### config.mk
export PLATFORM = sky130hd
export DESIGN_NAME = aes_pipe_sched
export DESIGN_NICKNAME = d
export VERILOG_FILES = /design/src/rtl/aes_pipe_sched.sv
export SDC_FILE = /design/constraint.sdc
export NUM_CORES = 1
export LEC_CHECK = 0
export ABC_AREA = 1
export BUFFER_PORTS_ARGS = -buffer_cell sky130_fd_sc_hd__buf_2
export CELL_PAD_IN_SITES_DETAIL_PLACEMENT = 1
export CELL_PAD_IN_SITES_GLOBAL_PLACEMENT = 1
export CORE_AREA = 2 2 230 232
export CTS_BUF_LIST = sky130_fd_sc_hd__clkbuf_8
export CTS_CLUSTER_DIAMETER = 60
export CTS_CLUSTER_SIZE = 40
export DETAILED_ROUTE_END_ITERATION = 12
export DIE_AREA = 0 0 232 234
export HOLD_SLACK_MARGIN = 0.12
export PLACE_DENSITY_LB_ADDON = 0.1
export SLEW_MARGIN = 20
export SYNTH_ARGS = -nofsm -noshare
export SYNTH_HDL_FRONTEND = slang
export SYNTH_SLANG_ARGS = --single-unit
export TNS_END_PERCENT = 20
### constraint.sdc
create_clock -name crypto_clk -period 3.63 [get_ports crypto_clk]
set_clock_uncertainty 0.05 [all_clocks]
set_input_delay 0.363 -clock crypto_clk [delete_from_list [all_inputs] [get_ports crypto_clk]]
set_output_delay 0.363 -clock crypto_clk [all_outputs]
set_load 0.05 [all_outputs]
### src/rtl/aes_pipe_sched.sv
`timescale 1ns/1ps
// aes_pipe_sched: sequences key load and N-block bursts into the pipelined AES core, with credit-based output backpressure.
// Optional O_run_cycles counter is built only when AES_SCHED_CYCLE_CNT_EN is defined.
module aes_pipe_sched #(
    parameter int pPT_WIDTH   = 128,
    parameter int pCNT_WIDTH  = 16,
    parameter int pFREE_WIDTH = 10
) (
    input  logic                   crypto_clk,
    input  logic                   reset_n,
    input  logic                   I_start,
    input  logic [pCNT_WIDTH-1:0]  I_burst_len,
    input  logic                   I_load_key,
    output logic                   O_core_key_load,
    input  logic                   I_core_key_ready,
    input  logic                   I_fifo_in_empty,
    input  logic [pPT_WIDTH-1:0]   I_fifo_in_data,
    output logic                   O_fifo_in_rd,
    output logic                   O_core_valid,
    output logic [pPT_WIDTH-1:0]   O_core_data,
    input  logic                   I_core_valid,
    input  logic [pPT_WIDTH-1:0]   I_core_data,
    input  logic [pFREE_WIDTH-1:0] I_fifo_out_free,
    output logic                   O_fifo_out_wr,
    output logic [pPT_WIDTH-1:0]   O_fifo_out_data,
    output logic                   O_busy,
    output logic                   O_trigger,
    output logic                   O_done,
    input  logic                   I_clear_errors,
    output logic [1:0]             O_errors,
    output logic [31:0]            O_run_cycles
);
    typedef enum logic [1:0] {IDLE, KEY, RUN, DRAIN} state_t;
    state_t state, state_nxt;

    logic [pCNT_WIDTH-1:0]  remaining;
    logic [pFREE_WIDTH-1:0] inflight;
    logic                   done_zero;
    logic                   key_cmd, start_ok, issue, retire_ok;
    logic                   err_orphan, err_cmd;
    logic                   vld_p1;
    logic [pPT_WIDTH-1:0]   data_p1;

    assign key_cmd    = (state == IDLE) && I_load_key;
    assign start_ok   = (state == IDLE) && I_start && !I_load_key;
    // Credit check: every issued block must already own a free output slot.
    assign issue      = (state == RUN) && !I_fifo_in_empty && (remaining != '0)
                        && (inflight < I_fifo_out_free);
    assign retire_ok  = I_core_valid && (inflight != '0);
    assign err_orphan = I_core_valid && (inflight == '0);
    assign err_cmd    = ((state != IDLE) && (I_start || I_load_key))
                        || ((state == IDLE) && I_start && I_load_key);

    always_ff @(posedge crypto_clk or negedge reset_n) begin
        if (!reset_n)
            state <= IDLE;
        else
            state <= state_nxt;
    end

    always_comb begin
        state_nxt = state;
        case (state)
            IDLE: begin
                if (key_cmd)
                    state_nxt = KEY;
                else if (start_ok && (I_burst_len != '0))
                    state_nxt = RUN;
            end
            KEY:     if (I_core_key_ready) state_nxt = IDLE;
            RUN:     if (issue && (remaining == pCNT_WIDTH'(1))) state_nxt = DRAIN;
            DRAIN:   if (inflight == '0) state_nxt = IDLE;
            default: state_nxt = IDLE;
        endcase
    end

    always_comb begin
        O_core_key_load = key_cmd;
        O_fifo_in_rd    = issue;
        O_core_valid    = issue;
        O_busy          = (state != IDLE);
        O_trigger       = (inflight != '0) || issue;
        O_done          = done_zero || ((state == DRAIN) && (inflight == '0));
    end

    always_ff @(posedge crypto_clk or negedge reset_n) begin
        if (!reset_n) begin
            remaining <= '0;
            inflight  <= '0;
            done_zero <= 1'b0;
            O_errors  <= 2'b00;
        end else begin
            if (start_ok && (I_burst_len != '0))
                remaining <= I_burst_len;
            else if (issue)
                remaining <= remaining - pCNT_WIDTH'(1);

            case ({issue, vld_p1})
                2'b10:   inflight <= inflight + pFREE_WIDTH'(1);
                2'b01:   inflight <= inflight - pFREE_WIDTH'(1);
                default: inflight <= inflight;
            endcase

            done_zero <= start_ok && (I_burst_len == '0);
            O_errors  <= (I_clear_errors ? 2'b00 : O_errors) | {err_cmd, err_orphan};
        end
    end

    // Retire stage p1: core result registered into the ciphertext FIFO write port.
    always_ff @(posedge crypto_clk or negedge reset_n) begin
        if (!reset_n) begin
            vld_p1  <= 1'b0;
            data_p1 <= '0;
        end else begin
            vld_p1 <= retire_ok;
            if (retire_ok)
                data_p1 <= I_core_data;
        end
    end

    assign O_core_data     = I_fifo_in_data;
    assign O_fifo_out_wr   = vld_p1;
    assign O_fifo_out_data = data_p1;

`ifdef AES_SCHED_CYCLE_CNT_EN
    function automatic logic [31:0] sat_inc(input logic [31:0] v);
        return (v == 32'hFFFF_FFFF) ? v : v + 32'd1;
    endfunction

    logic [31:0] run_cycles;

    always_ff @(posedge crypto_clk or negedge reset_n) begin
        if (!reset_n)
            run_cycles <= '0;
        else if ((state != RUN) && (state_nxt == RUN))
            run_cycles <= '0;
        else if ((state == RUN) || (state == DRAIN))
            run_cycles <= sat_inc(run_cycles);
    end

    assign O_run_cycles = run_cycles;
`else
    assign O_run_cycles = 32'd0;
`endif

endmodule
==> results of run 1 <==
state kept, by name, indices dropped and copies added, names as in the netlist:
| name | flops |
|---|---|
| O_fifo_out_data | 128 |
| O_fifo_out_wr | 1 |
| O_errors | 2 |
| state | 2 |
| inflight | 10 |
| remaining | 16 |
| done_zero | 1 |
logic make-up after synthesis:
| kind of cell | share of synthesized area (%) |
|---|---|
| adder cells (fa/ha/maj) | 2.139 |
| buffers and inverters | 19.65 |
| other | 0.04273 |
| flip-flops | 45.62 |
| AO/OA/AOI/OAI | 2.766 |
| XOR/XNOR | 1.198 |
| AND/OR/NAND/NOR | 28.59 |
area by class of cell:
type,count,area [sq um]
Antenna cell,1,2.502
Fill cell,6323,40200
Tap cell,688,860.8
Sequential cell,160,4004
Inverter,60,227.7
Clock inverter,15,178.9
Timing Repair Buffer,459,3154
Multi-Input combinational cell,730,3164
Clock buffer,17,234.0
worst min-delay path, stage by stage:
cell and delay [ps]:
buf_2 80, inv_1 120, o221ai_1 200
per-layer routing:
layer	vias to the layer above	wire, microns	track usage [%]
li1	3831	-	-
met1	3781	13590	13.78
met2	242	17010	21.14
met3	80	1920	3.769
met4	0	1185	6.490
met5	-	0	0
worst max-delay path by stage:
stage               depth (start not counted)                       to  slack, ps                      from
detailed placement                         20  inflight[8]$_DFFE_PN0P_        440  remaining[0]$_DFFE_PN0P_
CTS                                        11             O_core_valid        340  remaining[0]$_DFFE_PN0P_
finish                                     20  inflight[8]$_DFFE_PN0P_        450  remaining[0]$_DFFE_PN0P_
floorplan                                  20  inflight[8]$_DFFE_PN0P_        850   inflight[9]$_DFFE_PN0P_
global placement                           20  inflight[8]$_DFFE_PN0P_        540  remaining[0]$_DFFE_PN0P_
global route                               20  inflight[8]$_DFFE_PN0P_         50  remaining[0]$_DFFE_PN0P_
what timing repair did:
item / in CTS / in global routing
hold buffers: 149 / 0
setup buffers: 0 / 0
hold endpoints to repair: 207 / 0
gates resized for setup: 0 / 0
synth_stat cells:
| master | number | area [sq um] |
|---|---|---|
| nand2_1 | 512 | 1922 |
| buf_4 | 164 | 1231 |
| dfrtp_1 | 160 | 4004 |
| inv_1 | 56 | 210.2 |
| nor2_1 | 56 | 210.2 |
| nand3_1 | 50 | 250.2 |
| buf_2 | 16 | 80.08 |
| ha_1 | 15 | 187.7 |
| buf_6 | 13 | 146.4 |
| o21ai_0 | 13 | 65.06 |
| xor2_1 | 7 | 61.31 |
| a21oi_1 | 6 | 30.03 |
| xnor2_1 | 5 | 43.79 |
| inv_2 | 4 | 15.01 |
| o211ai_1 | 4 | 30.03 |
| clkbuf_1 | 3 | 11.26 |
| nor2_2 | 3 | 18.77 |
| nor3_1 | 3 | 15.01 |
| o211ai_2 | 3 | 37.54 |
| o21a_1 | 3 | 22.52 |
| a31o_2 | 2 | 17.52 |
| buf_8 | 2 | 30.03 |
| nand4_1 | 2 | 12.51 |
| nor2_4 | 2 | 22.52 |
| o22ai_1 | 2 | 12.51 |
| a21o_1 | 1 | 7.510 |
| conb_1 | 1 | 3.750 |
| nand2_2 | 1 | 6.260 |
| nand2_4 | 1 | 11.26 |
| nand3_2 | 1 | 10.01 |
| nand3b_1 | 1 | 7.510 |
| nor3_2 | 1 | 10.01 |
| o21bai_2 | 1 | 11.26 |
| o221ai_1 | 1 | 8.760 |
| or2_0 | 1 | 6.260 |
| or2_2 | 1 | 6.260 |
per-stage QoR:
step	hold slack, ps	area, sq um	util, %
floorplan	17.41	8892	-
global placement	397.1	9920	19.07
CTS	127.8	11820	22.73
finish	206.5	11830	22.73
detailed placement	392.1	9920	19.07
global route	178.6	11820	22.73
power breakdown:
group / switching, uW / internal (uW)
combinational: 1880 / 850
sequential: 294 / 2090
clock: 860 / 630
==> reports/results.txt, run 1 <==
TritonCTS clock tree -> done
die height -> 234 microns
worst hold path cell count -> 3
GP Congestion -> 0.7150
Mapped Area -> 8776 sq um
initial antenna violation count -> 0
Final Hold Fails -> 0
crit-path cells -> inv_1 > ha_1 > nand2_2 > nor2_4 > inv_2 > nor2_2 > nor2_2 > nand2_4 > ha_1 > nor2_1 > nor2_1 > ha_1 > a21o_1 > nand2_1 > nand2_1 > nand2_1 > nand2_1 > nand2_1 > nand3_1 > nand2_1
R2R Setup Slk -> 450 ps
DP Worst Slack -> 443.5 ps
WP buf/inv -> 2
share of layout cells above drive strength 1 -> 25.12%
IO Pins -> 587
Power, Total -> 6604 uW
min cycle time layout -> 3177 ps
Sink Count -> 160
Rel. slew slack -> 43.04%
H-tree Lvls -> 4
Num CTS Buffers -> 17
period utilization -> 87.53%
Mapped Cells -> 1117
Die Wd -> 232 microns
largest net degree at the start of global routing -> 130
status -> completed
Routed Antenna Nets -> 0
Vias/cell -> 3.725
unrepaired setup endpoints after global routing -> false
HPWL after DPL -> 24.67 mm
max cap viols -> 0
clk_lat worst skew -> 550 ps
CP Max Fanout -> 15
Ys Warns -> 0
Core Area -> 52020 sq um
CP peak stage delay -> 540 ps
leak pwr -> 0.006362 uW
Worst R2R End -> inflight[8]$_DFFE_PN0P_
grt ovf -> 0
accumulated negative setup slack -> 0 ps
initial core utilization -> 16.87%
Global Route Usage Sum -> 12.34%
Clk pin slew, worst setup/hold paths -> 90 ps
Worst Path Arrival -> 3570 ps
fmax -> 314.7 MHz
CP max-delay cell -> ha_1
vias in the first global route -> 8297
CP dominant cell by count -> nand2_1
hold path endpoint -> O_errors[1]$_DFF_PN0_
die area -> 54290 sq um
Worst setup SP type -> flip-flop
final wirelength -> 33.71 mm
Setup CP Type -> reg -> reg
CTS root buf -> clkbuf_8
Buffers on Ports -> 298
Cells after DPL -> 1948
Worst VDD drop -> 0.0002366 V
P per Cell Area -> 558.4 nW/um^2
Seq/Total Area, Yosys -> 45.62%
final setup fails -> 0
min-delay worst type -> in -> reg
row cnt -> 84
crit-path leading delay family -> simple AND/OR/NAND/NOR gates
most common cell after layout, fill and taps aside -> nand2_1
final net count -> 1733
first-pass GRT wire length -> 49.82 mm
min-delay src -> I_load_key
commonest cells after routing, fill and taps aside -> nand2_1 (512), buf_2 (297), dfrtp_1 (160), dlygate4sd3_1 (149)
Avg Cell Area, Syn -> 7.857 sq um
Critical Path Sink Type -> flip-flop
violation count after the first detailed-route iteration -> 319
RR Startpoint -> remaining[0]$_DFFE_PN0P_
total number of vias -> 7934
DRC -> 0
Pre-antenna DRT Iters -> 4
Reg2Reg Depth -> 20
Area Growth Syn to Fin -> 34.76%
final cell count without fillers -> 2130
drt wl/cell -> 15.83 microns
WP data required -> 4020 ps
worst-margin pin slew -> 854.3 ps
worst setup margin -> 452.7 ps
Netlist cell types -> 36
Final Max Slew Viols -> 0
synthesized flop and latch total -> 160
Clock Tree Buf Depth -> 2
Note: power is estimated with default switching activity, not from simulation.
==> run 2: changes to the inputs <==
--- a/config.mk
+++ b/config.mk
@@ -17,2 +17,3 @@
 export DIE_AREA = 0 0 232 234
+export GPL_TIMING_DRIVEN = 0
 export HOLD_SLACK_MARGIN = 0.12
==> constraint.sdc (replaced) <==
create_clock -name crypto_clk -period 3.63 [get_ports crypto_clk]
set_clock_uncertainty 0.05 [all_clocks]
set_input_delay 0.1815 -clock crypto_clk [delete_from_list [all_inputs] [get_ports crypto_clk]]
set_output_delay 0.1815 -clock crypto_clk [all_outputs]
set_load 0.05 [all_outputs]
==> run 2 against run 1 <==
Clock-buffer cell count grew 2. Critical path type unchanged. Power grew 8.8%. Critical path depth grew 2. Sequential share of layout area shrank 5.2 points. Hold slack lost 14 ps. Sequential power is essentially flat. Utilization grew 4.2 points. Register-to-register slack lost 30 ps. Combinational power grew 20%. Cell count grew 15%. Highest routed layer is now met5. Non-clock buffer count grew 325.
==> reports/results.txt, run 2 (same netlist as run 1, synthesis figures left out) <==
vias in the first global route -> 9653 (was 8297)
worst hold path cell count -> 6 (was 3)
clk_lat worst skew -> 550 ps (about the same)
Die Wd -> 232 microns (unchanged)
hold_ws -> 192.1 ps (was 206.5 ps)
design area -> 13990 sq um (was 11830 sq um)
violation count after the first detailed-route iteration -> 272 (was 319)
commonest cells after routing, fill and taps aside -> nand2_1 (512), buf_2 (441), buf_4 (164), dfrtp_1 (160), dlygate4sd3_1 (157) (was nand2_1 (512), buf_2 (297), dfrtp_1 (160), dlygate4sd3_1 (149))
min-delay worst type -> in -> reg (unchanged)
fillers -> 6424 (was 6323)
Cells after DPL -> 2264 (was 1948)
WP data required -> 4030 ps (was 4020 ps)
DRC -> 0 (unchanged)
leak pwr -> 0.007827 uW (was 0.006362 uW)
Core Area -> 52020 sq um (unchanged)
Clock Tree Buf Depth -> 2 (unchanged)
period utilization -> 88.47% (was 87.53%)
Sink Count -> 160 (unchanged)
P per Cell Area -> 513.6 nW/um^2 (was 558.4 nW/um^2)
final wirelength -> 37.08 mm (was 33.71 mm)
H-tree Lvls -> 4 (unchanged)
final net count -> 2058 (was 1733)
final cell count without fillers -> 2455 (was 2130)
unrepaired setup endpoints after global routing -> false (unchanged)
CTS root buf -> clkbuf_8 (unchanged)
row cnt -> 84 (unchanged)
Final Hold Fails -> 0 (unchanged)
GP Congestion -> 0.7604 (was 0.7150)
CP Max Fanout -> 11 (was 15)
grt ovf -> 0 (unchanged)
final setup fails -> 0 (unchanged)
Worst Path Arrival -> 3610 ps (was 3570 ps)
TritonCTS clock tree -> done (unchanged)
Reg2Reg Depth -> 22 (was 20)
die area -> 54290 sq um (unchanged)
Num CTS Buffers -> 17 (unchanged)
initial core utilization -> 16.87% (unchanged)
Critical Path Sink Type -> flip-flop (unchanged)
Routed Antenna Nets -> 0 (unchanged)
first-pass GRT wire length -> 54.76 mm (was 49.82 mm)
Area Growth Syn to Fin -> 59.37% (was 34.76%)
Worst setup SP type -> flip-flop (unchanged)
die height -> 234 microns (unchanged)
accumulated negative setup slack -> 0 ps (unchanged)
largest net degree at the start of global routing -> 78 (was 130)
Placed Area -> 11950 sq um (was 9920 sq um)
min cycle time layout -> 3211 ps (was 3177 ps)
area of the multi-input gates -> 3177 sq um (was 3164 sq um)
Pre-antenna DRT Iters -> 4 (unchanged)
Final Max Slew Viols -> 0 (unchanged)
fmax -> 311.4 MHz (was 314.7 MHz)
initial antenna violation count -> 2 (was 0)
HPWL after DPL -> 29.03 mm (was 24.67 mm)
Setup CP Type -> reg -> reg (unchanged)
share of layout cells above drive strength 1 -> 38.22% (was 25.12%)
Buffers on Ports -> 426 (was 298)
drt wl/cell -> 15.10 microns (was 15.83 microns)
most common cell after layout, fill and taps aside -> nand2_1 (unchanged)
total number of vias -> 9089 (was 7934)
Worst VDD drop -> 0.0002158 V (was 0.0002366 V)
Reg area -> 4004 sq um (unchanged)
Core Util, Final -> 26.88% (was 22.73%)
max cap viols -> 0 (unchanged)
Clk pin slew, worst setup/hold paths -> 90 ps (about the same)
max reg flops -> 128 (unchanged)
Vias/cell -> 3.702 (was 3.725)
worst-margin pin slew -> 539.1 ps (was 854.3 ps)
Global Route Usage Sum -> 13.41% (was 12.34%)
status -> completed (unchanged)
Rel. slew slack -> 64.06% (was 43.04%)
IO Pins -> 587 (unchanged)
-- run 2: critical path: stages (launching register included) --
cell and delay (ps):
dfrtp_1 420, inv_1 110, ha_1 210, nand2_2 120
nor2_4 200, inv_2 60, nor2_2 120, nor2_2 60
nand2_4 130, buf_8 180, ha_4 210, buf_6 160
nor2_1 50, nor2_1 170, ha_1 170, a21o_1 150
nand2_1 80, nand2_1 100, nand2_1 80, nand2_1 60
nand2_1 50, nand3_1 70, nand2_1 50
-- run 2: power breakdown --
part           internal (uW)  switching (uW)
Sequential              2090             299
Clock                    715             812
Combinational           1060            2210
Total                   3860            3320
-- run 2: worst paths after layout --
path,slack [ps],to,start
setup reg to reg,420,inflight[8]$_DFFE_PN0P_,remaining[0]$_DFFE_PN0P_
setup / recovery,420,inflight[8]$_DFFE_PN0P_,remaining[0]$_DFFE_PN0P_
hold reg to reg,420,O_fifo_out_data[93]$_DFFE_PN0P_,O_fifo_out_data[93]$_DFFE_PN0P_
min in group asynchronous,680,O_fifo_out_data[71]$_DFFE_PN0P_,reset_n
hold / removal,190,O_fifo_out_data[33]$_DFFE_PN0P_,I_core_valid
max in group asynchronous,2390,O_fifo_out_data[45]$_DFFE_PN0P_,reset_n
-- run 2: area by class of cell --
| cell class | count | share of cell area, % |
|---|---|---|
| buffer | 198 | 10.72 |
| inverter | 60 | 1.610 |
| timing repair buffer | 586 | 27.14 |
| multi-input combinational | 730 | 22.71 |
| antenna | 1 | 0.01789 |
| tap | 688 | 6.155 |
| sequential | 160 | 28.63 |
| clock inverter | 13 | 1.145 |
| clock buffer | 19 | 1.870 |
-- run 2: layer usage --
| layer | up-vias | track usage, % | routed length [microns] | part of all wire [%] |
|---|---|---|---|---|
| met1 | 4262 | 14.83 | 14320 | 39 |
| met2 | 297 | 24.00 | 19570 | 53 |
| li1 | 4489 | - | - | - |
| met4 | 4 | 4.768 | 750 | 2.0 |
| met3 | 37 | 4.377 | 2421 | 6.5 |
| met5 | - | 0 | 24 | 0.065 |
-- run 2: per-stage QoR --
| stage | worst slack (ps) | power, uW |
|---|---|---|
| after floorplan | 849.2 | 4666 |
| after global placement | -908.4 | 5553 |
| after detailed placement | 167.8 | 5586 |
| after CTS | 149.5 | 7358 |
| after global routing | 63.59 | 7776 |
| final | 418.6 | 7183 |
-- run 2: what timing repair did --
item                                   CTS  global route
hold buffers                           158             0
buffers inserted                         0             0
endpoints found under the hold margin  309             0
setup endpoints to repair                0             6
resized for setup                        0             2
==> run 3: changes to the inputs <==
Settings changed: CELL_PAD_IN_SITES_DETAIL_PLACEMENT 1 to not set, CELL_PAD_IN_SITES_GLOBAL_PLACEMENT 1 to not set, CORE_AREA 2 2 230 232 to 2 2 226 228, DIE_AREA 0 0 232 234 to 0 0 228 230, PLACE_DENSITY_LB_ADDON 0.1 to not set.
==> run 3 against run 2 <==
Cell area shrank 1.0%. Utilization grew 0.88 points. First-iteration DRC count grew 39%. Combinational power shrank 3%. Sequential power is essentially flat. Routed wire length shrank 14%. Hold slack lost 7.4 ps. Die area shrank 3.4%. Register-to-register slack lost 40 ps. Cell count shrank 0.77%. Critical path depth shrank 2. Setup slack lost 37 ps. Largest power group unchanged.
==> reports/results.txt, run 3 (same netlist as run 1, synthesis figures left out) <==
status -> completed (unchanged)
length of routed wiring on met1 -> 12.72 mm (was 14.32 mm)
Clk pin slew, worst setup/hold paths -> 100 ps (was 90 ps)
R2R Setup Slk -> 380 ps (was 420 ps)
vias in the first global route -> 9149 (was 9653)
largest net degree at the start of global routing -> 94 (was 78)
period utilization -> 89.49% (was 88.47%)
P per Cell Area -> 498.5 nW/um^2 (was 513.6 nW/um^2)
Critical Path Sink Type -> flip-flop (unchanged)
min-delay worst type -> in -> reg (unchanged)
Pre-antenna DRT Iters -> 4 (unchanged)
RR Startpoint -> inflight[9]$_DFFE_PN0P_ (was remaining[0]$_DFFE_PN0P_)
unrepaired setup endpoints after global routing -> false (unchanged)
min cycle time layout -> 3248 ps (was 3211 ps)
Hold Buf Count CTS -> 155 (was 158)
max layer used -> met4 (was met5)
Routed Antenna Nets -> 0 (unchanged)
Global Route Usage Sum -> 11.81% (was 13.41%)
initial core utilization -> 17.60% (was 16.87%)
Clock Tree Buf Depth -> 2 (unchanged)
worst-margin pin slew -> 540.4 ps (was 539.1 ps)
Buffers on Ports -> 426 (unchanged)
drt wl/cell -> 13.04 microns (was 15.10 microns)
die area -> 52440 sq um (was 54290 sq um)
Setup CP Type -> reg -> reg (unchanged)
first-pass GRT wire length -> 48.03 mm (was 54.76 mm)
share of layout cells above drive strength 1 -> 38.20% (was 38.22%)
max cap viols -> 0 (unchanged)
Sink Count -> 160 (unchanged)
final net count -> 2054 (was 2058)
Worst Path Arrival -> 3640 ps (was 3610 ps)
DRC -> 0 (unchanged)
final setup fails -> 0 (unchanged)
Num CTS Buffers -> 17 (unchanged)
Rel. slew slack -> 63.97% (was 64.06%)
Final Hold Fails -> 0 (unchanged)
worst hold path cell count -> 6 (unchanged)
most common cell after layout, fill and taps aside -> nand2_1 (unchanged)
hold path endpoint -> O_fifo_out_data[34]$_DFFE_PN0P_ (was O_fifo_out_data[33]$_DFFE_PN0P_)
Core Util, Final -> 27.76% (was 26.88%)
Core Area -> 49860 sq um (was 52020 sq um)
IO Pins -> 587 (unchanged)
met2 WL -> 16.18 mm (was 19.57 mm)
CTS root buf -> clkbuf_8 (unchanged)
Worst R2R End -> inflight[8]$_DFFE_PN0P_ (unchanged)
accumulated negative setup slack -> 0 ps (unchanged)
Reg2Reg Depth -> 20 (was 22)
CP Max Fanout -> 11 (unchanged)
fmax -> 307.8 MHz (was 311.4 MHz)
wire length on met3 -> 1.965 mm (was 2.421 mm)
HPWL after DPL -> 23.80 mm (was 29.03 mm)
clk_lat worst skew -> 550 ps (about the same)
H-tree Lvls -> 4 (unchanged)
Final Max Slew Viols -> 0 (unchanged)
Vias/cell -> 3.745 (was 3.702)
violation count after the first detailed-route iteration -> 377 (was 272)
initial antenna violation count -> 2 (unchanged)
total number of vias -> 9124 (was 9089)
TritonCTS clock tree -> done (unchanged)
max reg flops -> 128 (unchanged)
Worst setup SP type -> flip-flop (unchanged)
grt ovf -> 0 (unchanged)
post-CTS setup buffers -> 0 (unchanged)
commonest cells after routing, fill and taps aside -> nand2_1 (512), buf_2 (441), buf_4 (164), dfrtp_1 (160), dlygate4sd3_1 (154) (was nand2_1 (512), buf_2 (441), buf_4 (164), dfrtp_1 (160), dlygate4sd3_1 (157))
GP Congestion -> 0.8545 (was 0.7604)
die height -> 230 microns (was 234 microns)
PostCTS Resize Cnt -> 0 (unchanged)
row cnt -> 82 (was 84)
Area Growth Syn to Fin -> 57.73% (was 59.37%)
min-delay src -> I_core_valid (unchanged)
Die Wd -> 228 microns (was 232 microns)
leak pwr -> 0.007777 uW (was 0.007827 uW)
final wirelength -> 31.77 mm (was 37.08 mm)
WP data required -> 4020 ps (was 4030 ps)
Worst VDD drop -> 0.0002439 V (was 0.0002158 V)
run 3: cell count changes in the layout (fill, tap and decap cells not counted), sizes merged:
cell	delta
dlygate4sd3	-3
inv	+2
buf	-1
bufinv	-2
diode	+1
clkinv	+1
clkinvlp	+1
clkbuf	-2
run 3: how the worst max path moves through the flow:
| stage | from | end | slack (ps) | cells past startpoint |
|---|---|---|---|---|
| 6_report | inflight[9]$_DFFE_PN0P_ | inflight[8]$_DFFE_PN0P_ | 380 | 20 |
| 5_1_grt | inflight[9]$_DFFE_PN0P_ | inflight[4]$_DFFE_PN0P_ | 40 | 18 |
| 4_1_cts | inflight[9]$_DFFE_PN0P_ | inflight[8]$_DFFE_PN0P_ | 350 | 20 |
| 3_5_place_dp | remaining[0]$_DFFE_PN0P_ | inflight[8]$_DFFE_PN0P_ | 380 | 22 |
| 3_3_place_gp | reset_n | O_fifo_out_data[103]$_DFFE_PN0P_ | -400 | 1 |
| 2_1_floorplan | inflight[9]$_DFFE_PN0P_ | inflight[8]$_DFFE_PN0P_ | 850 | 20 |
run 3: layout make-up:
type | count | area (sq um)
clock buffer | 17 | 234.0
multi-input combinational | 730 | 3164
fill | 5338 | 36020
sequential | 160 | 4004
clock inverter | 15 | 138.9
buffer | 198 | 1499
antenna | 2 | 5.005
tap | 672 | 840.8
inverter | 60 | 225.2
timing repair buffer | 582 | 3731
run 3: layer usage:
| layer | up-vias | GRT usage (%) |
|---|---|---|
| li1 | 4481 | - |
| met2 | 371 | 20.55 |
| met1 | 4228 | 13.21 |
| met5 | - | 0 |
| met3 | 44 | 3.088 |
| met4 | 0 | 6.311 |
run 3: where the power goes:
| group | switching (uW) | internal (uW) |
|---|---|---|
| registers | 286 | 2090 |
| clock network | 796 | 548 |
| logic | 2140 | 1040 |
run 3: metrics by stage:
step                cell area (sq um)  hold WS (ps)  worst slack, ps  std cells  total power [uW]
finish                          13840         184.7            381.6       2436              6901
global route                    13840         173.6            41.29       2436              7371
CTS                             13840         134.4            349.9       2434              6981
detailed placement              11900         137.4            380.6       2247              5440
global placement                11870         332.1           -405.0       2246              5387
floorplan                        8892        -164.1            849.2       1148              4666
run 3: worst max-delay path, stage by stage, from the launching register on:
cell	delay, ps
dfrtp_1	440
ha_1	310
nand2_1	100
inv_1	60
nand3_1	60
nand3_1	140
nor2_2	200
nand2_4	130
buf_8	180
ha_1	310
buf_6	190
nor2_1	100
nor2_1	70
ha_1	170
a21o_1	190
nand2_1	70
nand2_1	70
nand2_1	90
nand3_1	70
nand3_1	80
nand2_1	50
